==> config.mk <==
export PLATFORM = sky130hd
export DESIGN_NAME = shift_cmd_sequencer_flat
export DESIGN_NICKNAME = d
export VERILOG_FILES = /design/src/rtl/shift_cmd_sequencer_pkg.sv /design/src/rtl/shift_cmd_sequencer_if.sv /design/src/rtl/shift_cmd_sequencer_bitbuf.sv /design/src/rtl/shift_cmd_sequencer.sv /design/src/flat_wrapper.sv
export SDC_FILE = /design/constraint.sdc
export NUM_CORES = 1
export LEC_CHECK = 0
export CORE_MARGIN = 3
export CORE_UTILIZATION = 53
export DETAILED_ROUTE_END_ITERATION = 10
export PLACE_DENSITY_LB_ADDON = 0.3
export SETUP_SLACK_MARGIN = 0.15
export SLEW_MARGIN = 20
export SYNTH_ARGS = -nofsm -noshare
export SYNTH_HDL_FRONTEND = slang
export SYNTH_HIERARCHICAL = 1
export SYNTH_SLANG_ARGS = --single-unit
==> constraint.sdc <==
create_clock -name clk -period 2.8 [get_ports clk]
set_input_delay 0.56 -clock clk [delete_from_list [all_inputs] [get_ports clk]]
set_output_delay 0.56 -clock clk [all_outputs]
set_load 0.1 [all_outputs]
==> src/rtl/shift_cmd_sequencer_pkg.sv <==
// Shared definitions for the shift command sequencer: op encodings that
// match the downstream {s1,s0} mode selects, and the controller states.
package shift_cmd_pkg;

    localparam logic [1:0] OP_NOP  = 2'b00;
    localparam logic [1:0] OP_SHR  = 2'b01;
    localparam logic [1:0] OP_SHL  = 2'b10;
    localparam logic [1:0] OP_LOAD = 2'b11;

    typedef enum logic [1:0] {
        ST_IDLE = 2'd0,
        ST_RUN  = 2'd1,
        ST_DONE = 2'd2
    } state_t;

endpackage

==> src/rtl/shift_cmd_sequencer_if.sv <==
// Command channel into the shift command sequencer.
//
// Handshake: a command transfers on a rising clk edge where cmd_valid and
// cmd_ready are both high. The issuer must hold cmd_valid and the cmd_op /
// cmd_cnt / cmd_data fields stable until that edge; while cmd_ready is low
// the command is not consumed. cmd_ready never depends on cmd_valid.
interface shift_cmd_sequencer_if #(
    parameter int WIDTH = 4,
    parameter int CNT_W = 3
) ();

    logic             cmd_valid;
    logic             cmd_ready;
    logic [1:0]       cmd_op;
    logic [CNT_W-1:0] cmd_cnt;
    logic [WIDTH-1:0] cmd_data;

    modport master (
        output cmd_valid,
        output cmd_op,
        output cmd_cnt,
        output cmd_data,
        input  cmd_ready
    );

    modport slave (
        input  cmd_valid,
        input  cmd_op,
        input  cmd_cnt,
        input  cmd_data,
        output cmd_ready
    );

endinterface

==> src/rtl/shift_cmd_sequencer_bitbuf.sv <==
// Loadable rotate buffer holding the LOAD word or the serial fill pattern.
// It exposes its next value so the sequencer can register the bit that
// the downstream register will consume in the following cycle.
module shift_cmd_bitbuf #(
    parameter int WIDTH = 4
) (
    input  logic             clk,
    input  logic             rst,
    input  logic             load,
    input  logic [WIDTH-1:0] load_data,
    input  logic             rot_r,
    input  logic             rot_l,
    output logic [WIDTH-1:0] data_next,
    output logic             lsb_next,
    output logic             msb_next
);

    logic [WIDTH-1:0] data_q;
    logic [WIDTH-1:0] data_d;

    // Next buffer value: load wins, otherwise rotate one place or hold.
    always_comb begin
        data_d = data_q;
        if (load) begin
            data_d = load_data;
        end else if (rot_r) begin
            data_d = {data_q[0], data_q[WIDTH-1:1]};
        end else if (rot_l) begin
            data_d = {data_q[WIDTH-2:0], data_q[WIDTH-1]};
        end
    end

    // Buffer register, cleared by reset so an abandoned command leaves nothing.
    always_ff @(posedge clk) begin
        if (rst) begin
            data_q <= '0;
        end else begin
            data_q <= data_d;
        end
    end

    assign data_next = data_d;
    assign lsb_next  = data_d[0];
    assign msb_next  = data_d[WIDTH-1];

endmodule

==> src/rtl/shift_cmd_sequencer.sv <==
// Command-driven controller for a universal shift register. Each accepted
// command becomes a sequence of registered {s1,s0}/I_par/serial-bit
// cycles, followed by a one-cycle done pulse.
module shift_cmd_sequencer
    import shift_cmd_pkg::*;
#(
    parameter int WIDTH = 4,
    parameter int CNT_W = 3
) (
    input  logic                  clk,
    input  logic                  rst,
    shift_cmd_sequencer_if.slave  cmd,
    output logic                  s1,
    output logic                  s0,
    output logic [WIDTH-1:0]      I_par,
    output logic                  MSB_in,
    output logic                  LSB_in,
    output logic                  busy,
    output logic                  done,
    output state_t                state_dbg
);

    state_t           state_q, state_d;
    logic [1:0]       op_q, op_d;
    logic [CNT_W-1:0] rem_q, rem_d;

    logic [1:0]       s_q, s_d;
    logic [WIDTH-1:0] i_par_q, i_par_d;
    logic             msb_in_q, msb_in_d;
    logic             lsb_in_q, lsb_in_d;
    logic             busy_q, busy_d;
    logic             done_q, done_d;
    logic             cmd_ready_q, cmd_ready_d;

    logic             buf_load, buf_rot_r, buf_rot_l;
    logic [WIDTH-1:0] buf_next;
    logic             buf_lsb_next, buf_msb_next;
    logic             accept;
    logic             is_shift;

    shift_cmd_bitbuf #(.WIDTH(WIDTH)) u_bitbuf (
        .clk       (clk),
        .rst       (rst),
        .load      (buf_load),
        .load_data (cmd.cmd_data),
        .rot_r     (buf_rot_r),
        .rot_l     (buf_rot_l),
        .data_next (buf_next),
        .lsb_next  (buf_lsb_next),
        .msb_next  (buf_msb_next)
    );

    // Next-state logic: accept in IDLE, count down actions in RUN, one DONE cycle.
    always_comb begin
        state_d   = state_q;
        op_d      = op_q;
        rem_d     = rem_q;
        buf_load  = 1'b0;
        buf_rot_r = 1'b0;
        buf_rot_l = 1'b0;
        accept    = cmd.cmd_valid && cmd_ready_q && (state_q == ST_IDLE);
        is_shift  = (cmd.cmd_op == OP_SHR) || (cmd.cmd_op == OP_SHL);
        case (state_q)
            ST_IDLE: begin
                if (accept) begin
                    buf_load = 1'b1;
                    op_d     = cmd.cmd_op;
                    if (cmd.cmd_op == OP_LOAD) begin
                        rem_d = CNT_W'(1);
                    end else if (is_shift) begin
                        rem_d = cmd.cmd_cnt;
                    end else begin
                        rem_d = '0;
                    end
                    if ((cmd.cmd_op == OP_NOP) || (is_shift && (cmd.cmd_cnt == '0))) begin
                        state_d = ST_DONE;
                    end else begin
                        state_d = ST_RUN;
                    end
                end
            end
            ST_RUN: begin
                buf_rot_r = (op_q == OP_SHR);
                buf_rot_l = (op_q == OP_SHL);
                rem_d     = rem_q - CNT_W'(1);
                if (rem_q <= CNT_W'(1)) begin
                    state_d = ST_DONE;
                end
            end
            ST_DONE: begin
                state_d = ST_IDLE;
            end
            default: begin
                state_d = ST_IDLE;
            end
        endcase
    end

    // Output values for the coming cycle, decoded from the next state so every output is a flop.
    always_comb begin
        s_d         = 2'b00;
        i_par_d     = '0;
        msb_in_d    = 1'b0;
        lsb_in_d    = 1'b0;
        busy_d      = (state_d != ST_IDLE);
        done_d      = (state_d == ST_DONE);
        cmd_ready_d = (state_d == ST_IDLE);
        if (state_d == ST_RUN) begin
            s_d      = op_d;
            i_par_d  = (op_d == OP_LOAD) ? buf_next : '0;
            msb_in_d = (op_d == OP_SHR) && buf_lsb_next;
            lsb_in_d = (op_d == OP_SHL) && buf_msb_next;
        end
    end

    // State and output registers; reset abandons any command in flight.
    always_ff @(posedge clk) begin
        if (rst) begin
            state_q     <= ST_IDLE;
            op_q        <= OP_NOP;
            rem_q       <= '0;
            s_q         <= 2'b00;
            i_par_q     <= '0;
            msb_in_q    <= 1'b0;
            lsb_in_q    <= 1'b0;
            busy_q      <= 1'b0;
            done_q      <= 1'b0;
            cmd_ready_q <= 1'b0;
        end else begin
            state_q     <= state_d;
            op_q        <= op_d;
            rem_q       <= rem_d;
            s_q         <= s_d;
            i_par_q     <= i_par_d;
            msb_in_q    <= msb_in_d;
            lsb_in_q    <= lsb_in_d;
            busy_q      <= busy_d;
            done_q      <= done_d;
            cmd_ready_q <= cmd_ready_d;
        end
    end

    assign cmd.cmd_ready = cmd_ready_q;
    assign s1            = s_q[1];
    assign s0            = s_q[0];
    assign I_par         = i_par_q;
    assign MSB_in        = msb_in_q;
    assign LSB_in        = lsb_in_q;
    assign busy          = busy_q;
    assign done          = done_q;
    assign state_dbg     = state_q;

endmodule

==> src/flat_wrapper.sv <==
// flat-port wrapper written by rule: the top's interface ports become plain ports
module shift_cmd_sequencer_flat import shift_cmd_pkg::*;
#(
    parameter int WIDTH = 4,
    parameter int CNT_W = 3
)
  (clk, rst, s1, s0, I_par, MSB_in, LSB_in, busy, done, state_dbg, cmd_cmd_valid, cmd_cmd_op, cmd_cmd_cnt, cmd_cmd_data, cmd_cmd_ready);
  shift_cmd_sequencer_if #(.WIDTH(WIDTH), .CNT_W(CNT_W)) cmd_i ();
  input  logic clk;
  input  logic rst;
  output logic s1;
  output logic s0;
  output logic [WIDTH-1:0] I_par;
  output logic MSB_in;
  output logic LSB_in;
  output logic busy;
  output logic done;
  output state_t state_dbg;
  input wire logic [$bits(cmd_i.cmd_valid)-1:0] cmd_cmd_valid;
  input wire logic [$bits(cmd_i.cmd_op)-1:0] cmd_cmd_op;
  input wire logic [$bits(cmd_i.cmd_cnt)-1:0] cmd_cmd_cnt;
  input wire logic [$bits(cmd_i.cmd_data)-1:0] cmd_cmd_data;
  output wire logic [$bits(cmd_i.cmd_ready)-1:0] cmd_cmd_ready;
  assign cmd_i.cmd_valid = cmd_cmd_valid;
  assign cmd_i.cmd_op = cmd_cmd_op;
  assign cmd_i.cmd_cnt = cmd_cmd_cnt;
  assign cmd_i.cmd_data = cmd_cmd_data;
  assign cmd_cmd_ready = cmd_i.cmd_ready;
  shift_cmd_sequencer #(.WIDTH(WIDTH), .CNT_W(CNT_W)) u_core (.clk(clk), .rst(rst), .cmd(cmd_i), .s1(s1), .s0(s0), .I_par(I_par), .MSB_in(MSB_in), .LSB_in(LSB_in), .busy(busy), .done(done), .state_dbg(state_dbg));
endmodule
* After elaboration in Yosys (flattened, before gate mapping)
Index checks and enable logic that the tools add are counted.
** Word-level totals
- Register bits :: 22
- Input port bits :: 12
- Output and inout bits :: 13
- Word-level logic and storage cells :: 60
** Cells by class
- Add/sub/neg operators :: 1
- $lt $le $gt $ge :: 1
- Equality and inequality tests :: 12
- Multiplexer cells :: 17
- Bitwise gates (word level) :: 2
- Reduce and logical (&&, ||, !) cells :: 16
** Operators by type and width (number)
- 2-bit == test, second input constant :: 6
- 4-bit 2-to-1 mux :: 3
- 2-bit by 1-bit == test with 1-bit output, second input constant :: 5
- 2-bit 2-to-1 mux :: 5
- 3-bit 2-to-1 mux :: 3
- 2-bit logical NOT :: 3
- 3-bit one-hot mux with 2 select lines :: 1
- 1-bit logical AND :: 5
- 1-bit 2-to-1 mux :: 4
- 2-bit one-hot mux with 2 select lines :: 1
- 2-bit nonzero test :: 2
- 3-bit by 1-bit less-or-equal comparator with 1-bit output, second input constant :: 1
- 3-bit logical NOT :: 1
- 3-bit OR reduction :: 1
- 3-bit by 1-bit subtractor with 3-bit output, second input constant :: 1
- 1-bit logical OR :: 2
- 2-bit by 1-bit inequality test with 1-bit output, second input constant :: 1
- 1-bit inverter :: 2
- 2-bit AND reduction :: 1
- 2-bit OR reduction :: 1

* Depth between registers and ports, before layout
- Depth in word-level cells :: 10
- Depth in mapped cells :: 9
- Gate-level depth less buffers :: 7

* Hierarchy
The synthesis kept the hierarchy.
** Modules (own cells, without submodules)
- shift_cmd_sequencer :: instances 1, cells an instance 86, area an instance 850.8 um^2, sequential area each 360.3 um^2
- shift_cmd_bitbuf :: instances 1, cells an instance 36, area an instance 334.1 um^2, sequential area each 80.1 um^2

* Worst setup path after synthesis
No wires, ideal clock.
- Kind :: flip-flop to flip-flop
- Start :: register u_core.state_q[0], in the netlist u_core/state_dbg[0]
- End :: register u_core.i_par_q[3], in the netlist u_core/I_par[3]
- Library setup time :: 0.086 ns
- Arrival time :: 2.463 ns
- Required time :: 2.714 ns
- Setup slack :: 0.251 ns
- Cell stages (with the launch flop) :: 10
- Buffers on the path :: 2
- Period minus slack after synthesis :: 2.549 ns
- Cell sequence :: dfxtp_1 > and2b_1 > buf_2 > nand2_1 > nor2_1 > nor2_1 > a221oi_1 > buf_4 > inv_1 > a211oi_1
** Between the ends
- Elaborated cells on any way between the ends :: 20
- Those cells by class :: 3 x eq/ne; 12 x mux; 2 x bitwise; 3 x reduce/logical
** RTL lines
- start: declaration :: RTL line shift_cmd_sequencer.sv:23 : state_t state_q, state_d;
- start signal: assignment :: RTL line shift_cmd_sequencer.sv:130 : state_q <= state_d;
- 2-bit by 1-bit == test with 1-bit output :: RTL line shift_cmd_sequencer.sv:63 : case (state_q)
- 1-bit 2-to-1 mux :: RTL line shift_cmd_sequencer.sv:63
- via u_core.buf_rot_r :: RTL line shift_cmd_sequencer.sv:35 : logic buf_load, buf_rot_r, buf_rot_l;
- 4-bit 2-to-1 mux :: RTL line shift_cmd_sequencer_bitbuf.sv:26 : end else if (rot_r) begin
- 4-bit 2-to-1 mux :: RTL line shift_cmd_sequencer_bitbuf.sv:24 : if (load) begin
- via u_core.buf_msb_next :: RTL line shift_cmd_sequencer.sv:37 : logic buf_lsb_next, buf_msb_next;
- end signal: assignment :: RTL line shift_cmd_sequencer.sv:134 : i_par_q <= i_par_d;
- end: declaration :: RTL line shift_cmd_sequencer.sv:28 : logic [WIDTH-1:0] i_par_q, i_par_d;
The timed path passes the listed nets, and every way through them passes these cells.
A chain may end at the register's enable or synchronous reset.

* Final worst setup path
- Start :: input port cmd_cmd_op[0]
- End :: register u_core.state_q[1], in the netlist u_core/state_dbg[1]
** Between the ends
- Cells in the longest elaborated chain, start to end :: 7
- Elaborated cells on any way between the ends :: 9
- Those cells by class :: 2 x eq/ne; 3 x mux; 4 x reduce/logical
** Ends and longest elaborated chain
- start: declaration :: RTL line flat_wrapper.sv:20 : input wire logic [$bits(cmd_i.cmd_op)-1:0] cmd_cmd_op;
- 2-bit by 1-bit == test with 1-bit output or 2-bit == test (tied branches) :: RTL line shift_cmd_sequencer.sv:62 : is_shift = (cmd.cmd_op == OP_SHR) || (cmd.cmd_op == OP_SHL);
- 1-bit logical OR :: RTL line shift_cmd_sequencer.sv:62
- 1-bit logical AND :: RTL line shift_cmd_sequencer.sv:75 : if ((cmd.cmd_op == OP_NOP) || (is_shift && (cmd.cmd_cnt == '0))) begin
- 1-bit logical OR * :: RTL line shift_cmd_sequencer.sv:75
- 2-bit 2-to-1 mux * :: RTL line shift_cmd_sequencer.sv:75
- 2-bit 2-to-1 mux * :: RTL line shift_cmd_sequencer.sv:65 : if (accept) begin
- 2-bit one-hot mux with 2 select lines * :: RTL line shift_cmd_sequencer.sv:63
Mark *: on every way between the ends. The rest lies on a longest branch, timed or not.

==> flow_summary_export.csv <==
group,metric,value,unit
logic_synthesis,synth_edf_count,0,
clock_network,htreeDepth,1,
sta,max_slew_margin,64.41,%
clock_network,cts.clk_slew.worst_paths,0.12,ns
critical_path,path_delay_family,"buffers and inverters",
logic_synthesis,ys_warn_count,6,
critical_path,critPathBufInv,2,
critical_path,end_kind,"flip-flop",
sta,finalSetupViolations,0,
route,num_vias,993,
clock_network,cts_repair_resize_count,0,
route,viasPerCell,5.707,
clock_network,clk_latency,0.30,ns
sta,rsz0062_at_grt,"false",
die,die_area,0.002839,sq mm
die,core,0.002042,sq mm
die,io_pins,25,
global_routing,grt_pass1_wl,4.119,mm
sta,drv_slew,0,
sta,fin_setup_tns,0,ns
global_routing,gr-total-overflow,0,
critical_path,cp_slowest_cell,"clkdlybuf4s50_1",
final_layout,layout_commonest_cell,"dfxtp_1",
clock_network,root_buffer,"clkbuf_4",
logic_synthesis,ys_seq_area_share,37.17,%
logic_synthesis,synthArstFlopShare,0,%
route,post-route-drc-count,0,
place,io_buffers,24,
route,dr.pass1.iters,5,
die,start_util,58.03,%
logic_synthesis,synth_flop_cell,"dfxtp_1",
route,detail-route-antenna-nets,0,
sta,hold_viol_final,0,
sta,post-route-period-util,79.51,%
critical_path,cpPeakStageDelay,0.57,ns
global_routing,grt_usage,19.59,%
sta,hold_ws,0.5296,ns
flow_run,drv_cap,0,
min_path,hp-class,"flip-flop to flip-flop",
logic_synthesis,synth_seq_cells,22,
critical_path,worst_ep_required_time,3.05,ns
sta,fin_crit,2.226,ns
die,rows,16,
final_layout,layout-drive-gt1-share,21.77,%
die,die_w,53.28,um
clock_network,ctsLongestPathBuffers,2,
final_layout,fin_nets,164,
final_layout,final_cell_mix,"22 x dfxtp_1, 18 x buf_4, 16 x inv_1, 11 x clkdlybuf4s50_1, 7 x nand2_1",
die,die_h,53.28,um
global_routing,grt_pass1_vias,923,
global_routing,grt_max_degree,18,
clock_network,numCtsBuffers,3,
sta,worstMarginPinSlew,0.5333,ns
logic_synthesis,ys_types,45,
place,dp_hpwl,1.908,mm
critical_path,crit_type,"input pin to flip-flop",
sta,fmax,0.4492,GHz
logic_synthesis,syn_inst,122,
status,outcome,"complete, no violations",
global_routing,antenna_found_initial,0,
critical_path,worstSetupStartpointType,"input pin",
clock_network,clock-sinks,22,
final_layout,n_fill_cell,162,
critical_path,cp_max_fo,4,
clock_network,cts-hold-fix-buffers,0,
final_layout,multiInputGateArea,636.9,sq um
critical_path,crit_chain,"clkdlybuf4s50_1 -> inv_1 -> ha_1 -> or4b_1 -> a21boi_1 -> o21a_1",
route,wire_per_inst,14.34,um
route,dr.first_iter.drc_count,20,
final_layout,syn2layout_area_growth,24.29,%
place,place.gp.congestion,0.8140,
clock_network,postCtsSetupBuffers,0,
clock_network,cts_tree,"yes",
power_and_ir_drop,cellPowerDensity,516.0,mW/mm^2
logic_synthesis,synth_nets,138,
logic_synthesis,syn_area,0.001185,sq mm
logic_synthesis,synth_area_per_cell,9.712,sq um
final_layout,diodes,0,
sta,skew,0.004478,ns
power_and_ir_drop,p_leak,0.5826,nW
route,wl,2.495,mm
critical_path,worstPathArrival,2.48,ns
final_layout,regArea,440.4,sq um
power_and_ir_drop,ir_worst_vdd,0.4625,mV
-- cells in the mapped netlist, types with 2 or more instances --
cell        n  share of area, %
a211oi_1    5               3.2
nor2_1      6               1.9
o21a_1      2               1.3
a31oi_1     2               1.1
ha_1        4               4.2
a2111oi_2   2               2.5
nor3b_1     4               2.5
mux2i_1     4               3.4
dfxtp_1    22                37
nand4_1     2               1.1
o221ai_1    3               2.2
a221oi_1    3               2.2
buf_6       2               1.9
inv_1      16               5.1
nor3_1      3               1.3
nand2_1     7               2.2
nand4bb_1   3               2.9
nand2b_1    2               1.1
buf_4       3               1.9
nand3_1     2              0.84
-- cell families after synthesis --
kind of cell | count (synthesis) | share of synthesized area, %
AO/OA/AOI/OAI | 27 | 21.33
adder cells (fa/ha/maj) | 4 | 4.224
multiplexers | 7 | 6.441
buffers and inverters | 25 | 10.35
flip-flops | 22 | 37.17
AND/OR/NAND/NOR | 37 | 20.49
-- power breakdown --
part           internal (mW)  switching, mW
clock network          0.145         0.0990
registers              0.328         0.0144
logic                 0.0657          0.108
-- area by class of cell --
cell class                 instances  area share (%)
multi-input combinational         75           43.25
sequential                        22           29.91
timing repair buffer              29           16.65
inverter                          17           4.333
tap                               27           2.294
clock inverter                     1           2.039
clock buffer                       3           1.529
-- stage by stage --
stage | setup WS [ns] | area, sq um | utilization, % | std cells | total power, mW
after floorplan | 0.2513 | 1185 | - | 122 | 0.4774
after global placement | 0.3242 | 1420 | 69.55 | 170 | 0.5167
after detailed placement | 0.2708 | 1420 | 69.55 | 170 | 0.5219
after CTS | 0.6025 | 1473 | 72.12 | 174 | 0.7635
after global routing | 0.5058 | 1473 | 72.12 | 174 | 0.7910
final | 0.5737 | 1473 | 72.12 | 174 | 0.7599
-- per-layer routing --
layer  up-vias  track usage [%]  wire, um
met3         2            3.944       177
met2        32            33.47      1239
met4         0            5.106        12
met5         -                0         0
li1        490                -         -
met1       469            24.66      1066
-- registers in the layout, indices dropped and copies added (netlist names) --
signal	count
u_core/I_par	4
u_core/u_bitbuf/data_q	4
u_core/rem_q	3
u_core/op_q	2
u_core/s_q	2
u_core/state_dbg	2
u_core/LSB_in	1
u_core/MSB_in	1
u_core/busy	1
u_core/cmd.cmd_ready	1
u_core/done	1
-- final timing paths --
kind / start / depth (start not counted) / endpoint / slack, ns
worst max-delay path: cmd_cmd_op[0] / 6 / u_core/state_dbg[1]$_SDFF_PP0_ / 0.57
worst min-delay path: u_core/rem_q[1]$_SDFFE_PP0P_ / 2 / u_core/rem_q[1]$_SDFFE_PP0P_ / 0.53
worst max register to register: u_core/state_dbg[0]$_SDFF_PP0_ / 8 / u_core/LSB_in$_SDFF_PP0_ / 0.70
worst min register to register: u_core/rem_q[1]$_SDFFE_PP0P_ / 2 / u_core/rem_q[1]$_SDFFE_PP0P_ / 0.53
-- worst min-delay path: cells and delay by family, from the launching register on --
kind,cells,cell delay (ns)
AO/OA/AOI/OAI,1,0.08
flip-flops,1,0.35
AND/OR/NAND/NOR,1,0.07
(Power assumes the default switching activity.)
